--- config.mk ---
export PLATFORM = sky130hd
export DESIGN_NAME = seg_scan_arbiter
export DESIGN_NICKNAME = d
export VERILOG_FILES = /design/src/rtl/seg_scan_arbiter.sv
export SDC_FILE = /design/constraint.sdc
export NUM_CORES = 1
export LEC_CHECK = 0
export ABC_AREA = 0
export ABC_CLOCK_PERIOD_IN_PS = 3400
export BUFFER_PORTS_ARGS = -buffer_cell sky130_fd_sc_hd__buf_2
export CORE_MARGIN = 2
export CORE_UTILIZATION = 56
export CTS_CLUSTER_SIZE = 8
export DETAILED_ROUTE_END_ITERATION = 12
export HOLD_SLACK_MARGIN = 0.08
export PLACE_DENSITY_LB_ADDON = 0.08
export SETUP_SLACK_MARGIN = 0.15
export SLEW_MARGIN = 40
export SYNTH_ARGS = -nofsm -noshare
export SYNTH_HDL_FRONTEND = slang
export SYNTH_SLANG_ARGS = --single-unit
--- constraint.sdc ---
create_clock -name clk_raw -period 3.4 [get_ports clk_raw]
set_input_delay 0.51 -clock clk_raw [delete_from_list [all_inputs] [get_ports clk_raw]]
set_output_delay 0.51 -clock clk_raw [all_outputs]
set_load 0.1 [all_outputs]
--- src/rtl/seg_scan_arbiter.sv ---
// Shares a 4-digit 7-segment display between requesters A and B, switching owner only at scan-frame boundaries.
// Optional anti-ghosting blanking at the start of each digit slot: define SCAN_BLANK_EN.
module seg_scan_arbiter #(
  parameter int SCAN_DIV  = 50000,
  parameter int BLANK_CYC = 500
) (
  input  logic        clk_raw,
  input  logic        rst_raw,
  input  logic        req_a,
  input  logic [27:0] frame_a,
  input  logic        req_b,
  input  logic [27:0] frame_b,
  output logic [6:0]  seg,
  output logic [3:0]  numsl,
  output logic        gnt_a,
  output logic        gnt_b,
  output logic        frame_strobe,
  output logic [1:0]  dig_idx
);

  localparam int CW = (SCAN_DIV > 1) ? $clog2(SCAN_DIV) : 1;
  localparam logic [CW-1:0] TERM_CNT = CW'(SCAN_DIV - 1);

  if (SCAN_DIV < 2 || BLANK_CYC >= SCAN_DIV) begin : g_badParams
    $error("seg_scan_arbiter: need SCAN_DIV >= 2 and BLANK_CYC < SCAN_DIV");
  end

  typedef enum logic [1:0] {IDLE, SOLO_A, SOLO_B, SPLIT} state_t;

  logic [CW-1:0] r_cnt;
  logic [1:0]    r_dig;
  state_t        r_state;
  logic [27:0]   r_shadowA;
  logic [27:0]   r_shadowB;
  logic [6:0]    r_seg;
  logic [3:0]    r_numsl;
  logic          r_gntA;
  logic          r_gntB;
  logic          r_strobe;

  logic          w_terminal;
  logic          w_boundary;
  logic [CW-1:0] w_cntNext;
  logic [1:0]    w_digNext;
  state_t        w_stateNext;
  logic [27:0]   w_shadowANext;
  logic [27:0]   w_shadowBNext;
  logic [27:0]   w_srcFrame;
  logic [6:0]    w_digit;
  logic          w_blank;
  logic          w_lit;

  assign w_terminal    = (r_cnt == TERM_CNT);
  assign w_boundary    = w_terminal && (r_dig == 2'd3);
  assign w_cntNext     = w_terminal ? '0 : r_cnt + 1'b1;
  assign w_digNext     = w_terminal ? r_dig + 2'd1 : r_dig;
  assign w_shadowANext = w_boundary ? frame_a : r_shadowA;
  assign w_shadowBNext = w_boundary ? frame_b : r_shadowB;

  // Outputs are built from the next-cycle counter/state so seg, numsl and dig_idx land on the same edge.
  always_comb begin
    w_stateNext = r_state;
    if (w_boundary) begin
      case ({req_a, req_b})
        2'b10:   w_stateNext = SOLO_A;
        2'b01:   w_stateNext = SOLO_B;
        2'b11:   w_stateNext = SPLIT;
        default: w_stateNext = IDLE;
      endcase
    end
  end

  always_comb begin
    w_srcFrame = '0;
    case (w_stateNext)
      SOLO_A:  w_srcFrame = w_shadowANext;
      SOLO_B:  w_srcFrame = w_shadowBNext;
      SPLIT:   w_srcFrame = w_digNext[1] ? w_shadowANext : w_shadowBNext;
      default: w_srcFrame = '0;
    endcase
  end

  always_comb begin
    w_digit = '0;
    case (w_digNext)
      2'd0:    w_digit = w_srcFrame[6:0];
      2'd1:    w_digit = w_srcFrame[13:7];
      2'd2:    w_digit = w_srcFrame[20:14];
      default: w_digit = w_srcFrame[27:21];
    endcase
  end

`ifdef SCAN_BLANK_EN
  localparam logic [CW-1:0] BLANK_LIM = CW'(BLANK_CYC);
  assign w_blank = (w_cntNext < BLANK_LIM);
`else
  assign w_blank = 1'b0;
`endif

  assign w_lit = (w_stateNext != IDLE) && !w_blank;

  always_ff @(posedge clk_raw or posedge rst_raw) begin
    if (rst_raw) begin
      r_cnt     <= TERM_CNT;
      r_dig     <= 2'd3;
      r_state   <= IDLE;
      r_shadowA <= '0;
      r_shadowB <= '0;
      r_seg     <= '0;
      r_numsl   <= 4'b1111;
      r_gntA    <= 1'b0;
      r_gntB    <= 1'b0;
      r_strobe  <= 1'b0;
    end else begin
      r_cnt     <= w_cntNext;
      r_dig     <= w_digNext;
      r_state   <= w_stateNext;
      r_shadowA <= w_shadowANext;
      r_shadowB <= w_shadowBNext;
      r_seg     <= w_lit ? w_digit : 7'h00;
      r_numsl   <= w_lit ? ~(4'b0001 << w_digNext) : 4'b1111;
      r_gntA    <= (w_stateNext == SOLO_A) || (w_stateNext == SPLIT);
      r_gntB    <= (w_stateNext == SOLO_B) || (w_stateNext == SPLIT);
      r_strobe  <= w_boundary;
    end
  end

  assign seg          = r_seg;
  assign numsl        = r_numsl;
  assign gnt_a        = r_gntA;
  assign gnt_b        = r_gntB;
  assign frame_strobe = r_strobe;
  assign dig_idx      = r_dig;

endmodule

### After elaboration in Yosys (flattened, before gate mapping)

Cells that the tools add are included.

| word-level totals | value |
|---|---|
| flip-flop bits (word level) | 90 |
| bits in latches | 0 |
| RAM bits | 0 |
| memory bits (read-only) | 0 |
| input bits | 60 |
| output and inout port bits | 16 |
| logic and storage cells | 40 |
| memories kept | 0 |

| cells by class | value |
|---|---|
| add/sub/neg operators | 2 |
| $mul | 0 |
| div/mod/pow operators | 0 |
| order comparisons | 0 |
| equality and inequality tests | 10 |
| shift operators | 1 |
| multiplexer cells | 11 |
| bitwise logic cells | 1 |
| reduce and logical (&&, ||, !) cells | 5 |

Operators by type and width:

| operator | count |
|---|---|
| two-way mux 28 bit | 3 |
| one-hot mux 28 bit (3 select lines) | 1 |
| one-hot mux 7 bit (3 select lines) | 1 |
| adder 16 x 1 -> 16 bit (second input constant) | 1 |
| equality test 16 bit (second input constant) | 1 |
| two-way mux 16 bit | 1 |
| equality test 2 bit (second input constant) | 6 |
| two-way mux 7 bit | 1 |
| equality test 2 x 1 -> 1 bit (second input constant) | 3 |
| one-hot mux 2 bit (3 select lines) | 1 |
| two-way mux 2 bit | 2 |
| two-way mux 4 bit | 1 |
| inverter 4 bit | 1 |
| left shift 1 x 2 -> 4 bit (first input constant) | 1 |
| adder 2 x 1 -> 2 bit (second input constant) | 1 |
| zero test 2 bit | 1 |
| logical OR 1 bit | 2 |
| nonzero test 2 bit | 1 |
| logical AND 1 bit | 1 |

### Depth between registers and ports, before layout

Gate-level depths: netlist of the first run.

| logic depth | value |
|---|---|
| depth after elaboration | 7 |
| gate-level depth with buffers | 10 |

### Worst setup path after synthesis of the first run

OpenSTA, ideal clock, no wires.

| timing path | value |
|---|---|
| path type | reg-to-reg |
| start point | reg r_dig[1] (netlist: dig_idx[1]) |
| end point | reg r_seg[0] (netlist: seg[0]) |
| setup time | 126 ps |
| arrival | 2788 ps |
| data required time | 3274 ps |
| setup slack | 485 ps |
| stages on the path, launching flop included | 10 |
| path buffers | 2 |
| period minus slack after synthesis | 2915 ps |
| cells stage by stage | dfstp_2 > ha_1 > mux2i_1 > o221ai_1 > mux2i_1 > clkbuf_1 > clkbuf_1 > a311oi_1 > nor4_1 > nor2_1 |

| on the way | value |
|---|---|
| longest elaborated chain between the ends | 7 |
| elaborated cells on any way between the ends | 18 |
| those cells by class | add/sub (1); eq/ne (6); mux (8); reduce/logical (3) |

Ends and longest elaborated chain:

| what | RTL line | text |
|---|---|---|
| start, declared | 31 | `logic [1:0] r_dig;` |
| start signal, assigned | 116 | `r_dig <= w_digNext;` |
| equality test 2 bit | 54 | `assign w_boundary = w_terminal && (r_dig == 2'd3);` |
| logical AND 1 bit | 54 |  |
| two-way mux 2 bit (tied with other cells) | 63 | `if (w_boundary) begin` |
| equality test 2 bit (tied with other cells) | 75 | `case (w_stateNext)` |
| one-hot mux 28 bit (3 select lines) | 75 |  |
| one-hot mux 7 bit (3 select lines) | 85 | `case (w_digNext)` |
| two-way mux 7 bit (*) | 120 | `r_seg <= w_lit ? w_digit : 7'h00;` |
| end signal, assigned | 120 |  |
| end, declared | 35 | `logic [6:0] r_seg;` |

Every way passes the cells marked *; elsewhere a longest branch is shown, timed or not.

### Final worst setup path of the first run

| timing path | value |
|---|---|
| start point | reg r_dig[0] (netlist: dig_idx[0]) |
| end point | reg r_seg[0] (netlist: seg[0]) |

| on the way | value |
|---|---|
| longest elaborated chain between the ends | 7 |
| elaborated cells on any way between the ends | 18 |
| those cells by class | add/sub (1); eq/ne (6); mux (8); reduce/logical (3) |

Ends and longest elaborated chain:

| what | RTL line | text |
|---|---|---|
| equality test 2 bit (*) | 54 |  |
| logical AND 1 bit (*) | 54 |  |
| two-way mux 28 bit (*) | 57 | `assign w_shadowANext = w_boundary ? frame_a : r_shadowA;` |
| via w_shadowANext[14] | 46 | `logic [27:0] w_shadowANext;` |
| two-way mux 28 bit | 78 | `SPLIT: w_srcFrame = w_digNext[1] ? w_shadowANext : w_shadowBNext;` |
| one-hot mux 28 bit (3 select lines) (*) | 75 |  |
| one-hot mux 7 bit (3 select lines) (*) | 85 |  |
| two-way mux 7 bit (*) | 120 |  |

Mark *: on every way through the listed nets, which the timed path passes. The rest lies on a longest branch.

==> results of run 1 <==
state kept, by name, indices dropped and copies added, names as in the netlist, 2 cells and up:
register   count
dig_idx        2
numsl          4
r_cnt         16
r_shadowA     28
r_shadowB     28
r_state        2
seg            7
cell type report:
| type | count | area, sq um | share of cell area (%) |
|---|---|---|---|
| clock buffer | 11 | 141 | 2.78 |
| clock inverter | 5 | 53.8 | 1.06 |
| inverter | 9 | 35.0 | 0.688 |
| multi-input combinational | 338 | 1930 | 37.8 |
| sequential | 90 | 2270 | 44.6 |
| tap | 99 | 124 | 2.43 |
| timing repair buffer | 94 | 543 | 10.7 |
per-stage QoR:
stage / worst slack [ps] / hold WS [ps] / instance area, sq um / total power, mW
2_1_floorplan: 485 / 429 / 4280 / 1.11
3_3_place_gp: 228 / 442 / 4800 / 1.16
3_5_place_dp: 169 / 451 / 4800 / 1.16
4_1_cts: 140 / 258 / 5020 / 1.89
5_1_grt: 157 / 285 / 5090 / 1.94
6_report: 274 / 233 / 5090 / 1.87
worst reg2reg max path, stage by stage, from the launching register on:
cell and delay, ps:
dfstp_2 660, ha_1 300, nand4_1 260, or4_4 680
mux2_2 340, a21bo_1 190, o31a_1 130, nor4_2 370
nor2_1 90
layer usage:
metal	vias up	share of wire, %
met4	0	2.8
li1	1741	-
met1	1740	43
met3	25	5.9
met2	123	48
met5	-	0
Yosys cell counts, drive strengths merged (8+ instances only):
| library cell | number |
|---|---|
| nand2 | 151 |
| and2 | 8 |
| a211oi | 10 |
| inv | 9 |
| clkbuf | 11 |
| o21ai | 13 |
| buf | 12 |
| xnor2 | 11 |
| dfstp | 15 |
| nand3 | 19 |
| a21oi | 17 |
| dfrtp | 75 |
| nor2 | 17 |
path summary, 6_finish.rpt:
check                         startpoint             to  slack [ps]
max                           dig_idx[0]         seg[0]         270
min                              rst_raw   r_shadowB[7]         230
max reg2reg                   dig_idx[0]         seg[0]         270
min reg2reg                r_shadowA[12]  r_shadowA[12]         460
max in group asynchronous        rst_raw       numsl[3]        2420
min in group clk_raw         frame_b[27]  r_shadowB[27]         360
cells in the final DEF (no fill, tap or decap), types with 6 or more instances in the layout:
cell type,Yosys,layout
a211oi_1,10,10
a21o_1,7,7
a21oi_1,17,17
a311oi_1,6,6
a31oi_1,7,7
and2_1,7,7
and3_1,6,6
buf_2,5,75
buf_4,1,17
clkbuf_8,0,10
dfrtp_1,75,75
dfstp_2,15,15
inv_1,9,8
mux2_2,7,7
nand2_1,151,151
nand3_1,19,19
nor2_1,17,17
o21ai_0,11,11
xnor2_1,11,11
logic make-up (layout without fill, tap and decap cells):
logic type | after synthesis | in the layout | synth area share, %
buffers and inverters | 32 | 119 | 3.39
xor gates and xnor gates | 15 | 15 | 3.07
adders and majority gates | 2 | 2 | 0.584
AOI/OAI and AO/OA | 78 | 78 | 12.4
DFF | 90 | 90 | 53.0
muxes | 13 | 13 | 3.24
and+or+nand+nor | 228 | 230 | 24.3
where the power goes:
| group | internal [mW] | total (mW) | switching (mW) |
|---|---|---|---|
| Combinational | 0.0292 | 0.0671 | 0.0380 |
| Sequential | 1.07 | 1.07 | 0.000565 |
| Clock | 0.358 | 0.728 | 0.370 |
repair_timing:
| action | in CTS | in global routing |
|---|---|---|
| setup buffers | 0 | 6 |
| cloned | 2 | 0 |
| resized for setup | 2 | 3 |
| pin swaps | 1 | 3 |
| hold buffers | 0 | 0 |
| setup endpoints to repair | 1 | 7 |
==> metrics.yaml, run 1 <==
status:
  status: "complete, no violations"
final_layout:
  drive_above_1_share_pct: 26.9
  syn2layout_area_growth_pct: 19.0
  num-fill-cells: 579
  utilization_pct: 69.5
  diodes: 0
  final_cell_count_no_fill: 646
  nets: 604
critical_path:
  path_cells: "ha_1 -> nand4_1 -> or4_4 -> mux2_2 -> a21bo_1 -> o31a_1 -> nor4_2 -> nor2_1"
  crit_type: "flip-flop to flip-flop"
  r2r_cells: 8
  path_depth: 8
  critPathMaxStageDelay_ps: 680
  crit_path_top_delay_cell: "or4_4"
  path_buf_inv: 0
  cp_max_fo: 13
  arrival_ps: 3360
  worstSetupEndpointType: "flip-flop"
  path_delay_family: "simple AND/OR/NAND/NOR gates"
  cp.required_ps: 3640
  critPathLaunchType: "flip-flop"
timing:
  hold_violations: 0
  slew_headroom_pct: 49.2
  tns_ps: 0
  drv_slew: 0
  worst_pin_slew_ps: 757
  setup_viol: 0
  max_freq_ghz: 0.320
  rsz0062_at_grt: "false"
  period_needed_ps: 3130
  fin_skew_ps: 10.1
  fin_crit_sh_pct: 91.9
logic_synthesis:
  syn_inst: 458
  async_flop_share_pct: 100
  synthesis.nets: 520
  synth_area_sq_um: 4280
  synth.area.top_cells: "dfrtp_1 (44%), nand2_1 (13%), dfstp_2 (9.2%), xnor2_1 (2.3%), nand3_1 (2.2%)"
  ys_types: 49
  synth-edff-count: 0
  synth-main-ff-cell: "dfrtp_1"
  ys_ff_latch: 90
  synth_top_area_cell: "dfrtp_1"
  synth_top_cell_area_share_pct: 43.8
  synth_area_per_cell_sq_um: 9.35
  yosysSeqAreaShare_pct: 53.0
  ys.warnings.count: 0
placed_design:
  post-place-cells: 622
  hpwl_um: 7110
  routabilityCongestion: 0.848
  port-buffer-count: 75
clock_tree:
  path_clk_slew_ps: 90
  clockRootBuffer: "clkbuf_8"
  cts_tree: "done"
  clock_latency_ps: 360
  cts-buffers-inserted: 9
  clk_path_buf_depth: 2
  clock_sinks: 90
  htreeDepth: 3
global_routing:
  grt.total_usage_pct: 26.3
  gr-usage-met1_pct: 34.3
  use_met3_pct: 7.05
  grt_use_met2_pct: 42.0
  antenna_found_initial: 0
  grt_max_degree: 51
  grt_pass1_wl_um: 17300
  overflow: 0
  grt_pass1_vias: 3640
  grt.busiest_layer: "met2"
pwr:
  vdd_ir_drop_max_mv: 0.231
  p_leak_nw: 2.39
  p_per_area_nw_per_um2: 367
die:
  die_h_um: 91.4
  core_area_sq_um: 7330
  die_w_um: 91.4
  start_util_pct: 58.4
  ios: 76
  dieArea_sq_um: 8360
  rows: 31
drt:
  wl_um: 10500
  wl_per_cell_um: 16.3
  via_per_inst: 5.62
  drc_errors: 0
  via_count: 3629
  dr.pass1.iters: 5
  ant_nets: 0
  dr.first_iter.drc_count: 233
job:
  maxCapViolCount: 0
min_path:
  hold_class: "primary input to asynchronous set/reset pin"
Note: power is estimated with default switching activity, not from simulation.
==> run 2: changes to the inputs <==
==> constraint.sdc (replaced) <==
create_clock -name clk_raw -period 3.4 [get_ports clk_raw]
set_input_delay 0.17 -clock clk_raw [delete_from_list [all_inputs] [get_ports clk_raw]]
set_output_delay 0.17 -clock clk_raw [all_outputs]
set_load 0.1 [all_outputs]
==> run 2 against run 1 <==
Compared with the run above: die area did not move; critical endpoint is now seg[6]; maximum frequency rose by 2.5%; sequential share of layout area fell by 4.7 points; highest routed layer unchanged; total power rose by 11%; via count rose by 6.4%.
==> metrics.yaml, run 2 (synthesis results as in run 1) <==
clock_tree:
  cts-buffers-inserted: 9
  cts_tree: "done"
  path_clk_slew_ps: 90
  clock_latency_ps: 360
  clock_sinks: 90
  clockRootBuffer: "clkbuf_8"
  clk_path_buf_depth: 2
  htreeDepth: 3
placed_design:
  post-place-cells: 623
  port-buffer-count: 75
  hpwl_um: 7110
  routabilityCongestion: 0.813
drt:
  dr.pass1.iters: 4
  via_count: 3860
  wl_um: 11300
  dr.first_iter.drc_count: 229
  via_per_inst: 5.49
  wl_per_cell_um: 16.0
  drc_errors: 0
  ant_nets: 0
global_routing:
  antenna_found_initial: 0
  grt_pass1_vias: 3876
  grt_pass1_wl_um: 18500
  overflow: 0
  grt.total_usage_pct: 28.3
  grt_max_degree: 64
critical_path:
  path_delay_family: "simple AND/OR/NAND/NOR gates"
  critPathLaunchType: "flip-flop"
  arrival_ps: 3290
  crit_top_cell: "buf_4"
  cp_max_fo: 14
  critPathMaxStageDelay_ps: 590
  crit_type: "flip-flop to flip-flop"
  crit_path_top_delay_cell: "dfstp_2"
  cp.required_ps: 3640
  path_cells: "or4b_4 -> buf_4 -> nor4_4 -> buf_4 -> buf_4 -> mux2_2 -> a22o_1 -> a21oi_1 -> a21oi_1"
  worstSetupEndpointType: "flip-flop"
  path_buf_inv: 3
timing:
  setup_viol: 0
  max_freq_ghz: 0.328
  period_needed_ps: 3050
  slew_headroom_pct: 59.5
  worst_pin_slew_ps: 601
  drv_slew: 0
  fin_skew_ps: 12.0
  hold_violations: 0
  rsz0062_at_grt: "false"
  tns_ps: 0
  fin_crit_sh_pct: 89.7
  hold_slack_ps: 83.3
die:
  core_area_sq_um: 7330
  rows: 31
  start_util_pct: 58.4
  dieArea_sq_um: 8360
  die_w_um: 91.4
  ios: 76
  die_h_um: 91.4
final_layout:
  diodes: 0
  syn2layout_area_growth_pct: 33.0
  seqCellArea_sq_um: 2270
  utilization_pct: 77.7
  nets: 661
  layout_common_cells: "nand2_1 (151), dfrtp_1 (75), buf_2 (75), dlygate4sd3_1 (56), buf_4 (20)"
  reg_top3: "r_shadowA x28, r_shadowB x28, r_cnt x16"
  multi_input_area_sq_um: 1930
  num-fill-cells: 525
  final_cell_count_no_fill: 703
  drive_above_1_share_pct: 24.7
  layout_commonest_cell: "nand2_1"
min_path:
  hold_class: "primary input to flip-flop"
status:
  status: "complete, no violations"
pwr:
  p_per_area_nw_per_um2: 363
  vdd_ir_drop_max_mv: 0.304
  p_leak_nw: 2.64
job:
  maxCapViolCount: 0
run 2: cell count changes in the layout (fill, tap and decap cells not counted):
cell,change
clkinvlp_4,+2
bufinv_16,+2
dlygate4sd3_1,+56
o21ai_2,+1
buf_4,+3
inv_6,+1
o21ai_1,-1
or4_2,-1
or4_4,+1
buf_12,-2
clkbuf_8,-1
clkinv_2,-4
run 2: layer usage:
layer	vias to the layer above	wire, um	track usage, %
met3	22	549	4.90
met5	-	0	0
met1	1867	4830	36.2
li1	1847	-	-
met2	124	5700	47.7
met4	0	194	11.2
run 2: stage by stage:
step	setup slack [ps]	area (sq um)	power (mW)
6_report	350	5690	2.07
5_1_grt	215	5690	2.12
4_1_cts	154	5640	2.08
3_5_place_dp	148	4800	1.16
3_3_place_gp	166	4800	1.16
2_1_floorplan	485	4280	1.11
run 2: report_power, final:
group	internal (mW)	leakage, nW	switching [mW]
sequential	1.07	0.897	0.000499
combinational	0.0703	1.63	0.0473
clock	0.491	0.113	0.386
total	1.63	2.64	0.434
run 2: final timing paths:
kind,slack [ps],cells past startpoint,to,startpoint
worst min-delay path,80,3,r_shadowB[13],frame_b[13]
worst max-delay path,350,9,seg[6],r_cnt[6]
max in group asynchronous,2270,4,numsl[3],rst_raw
min in group asynchronous,390,3,r_shadowB[14],rst_raw
worst max register to register,350,9,seg[6],r_cnt[6]
worst min register to register,470,2,r_shadowA[5],r_shadowA[5]
run 2: worst min-delay path: cells and delay by family:
| family | cells | cell delay, ps |
|---|---|---|
| buffers and inverters | 1 | 80 |
| AND/OR/NAND/NOR | 2 | 140 |
run 2: area by class of cell:
class | count | share of cell area, %
timing repair buffer | 151 | 19.1
clock buffer | 10 | 2.24
sequential | 90 | 39.9
inverter | 9 | 0.681
multi-input combinational | 338 | 33.9
clock inverter | 6 | 2.00
tap | 99 | 2.18
run 2: repair_timing:
action / 4_1_cts / 5_1_grt
setup endpoints to repair: 1 / 7
hold endpoints to repair: 107 / 0
gates resized for setup: 1 / 6
hold buffers: 56 / 0
buffers inserted: 2 / 4
pin swaps: 2 / 1
cloned: 2 / 0
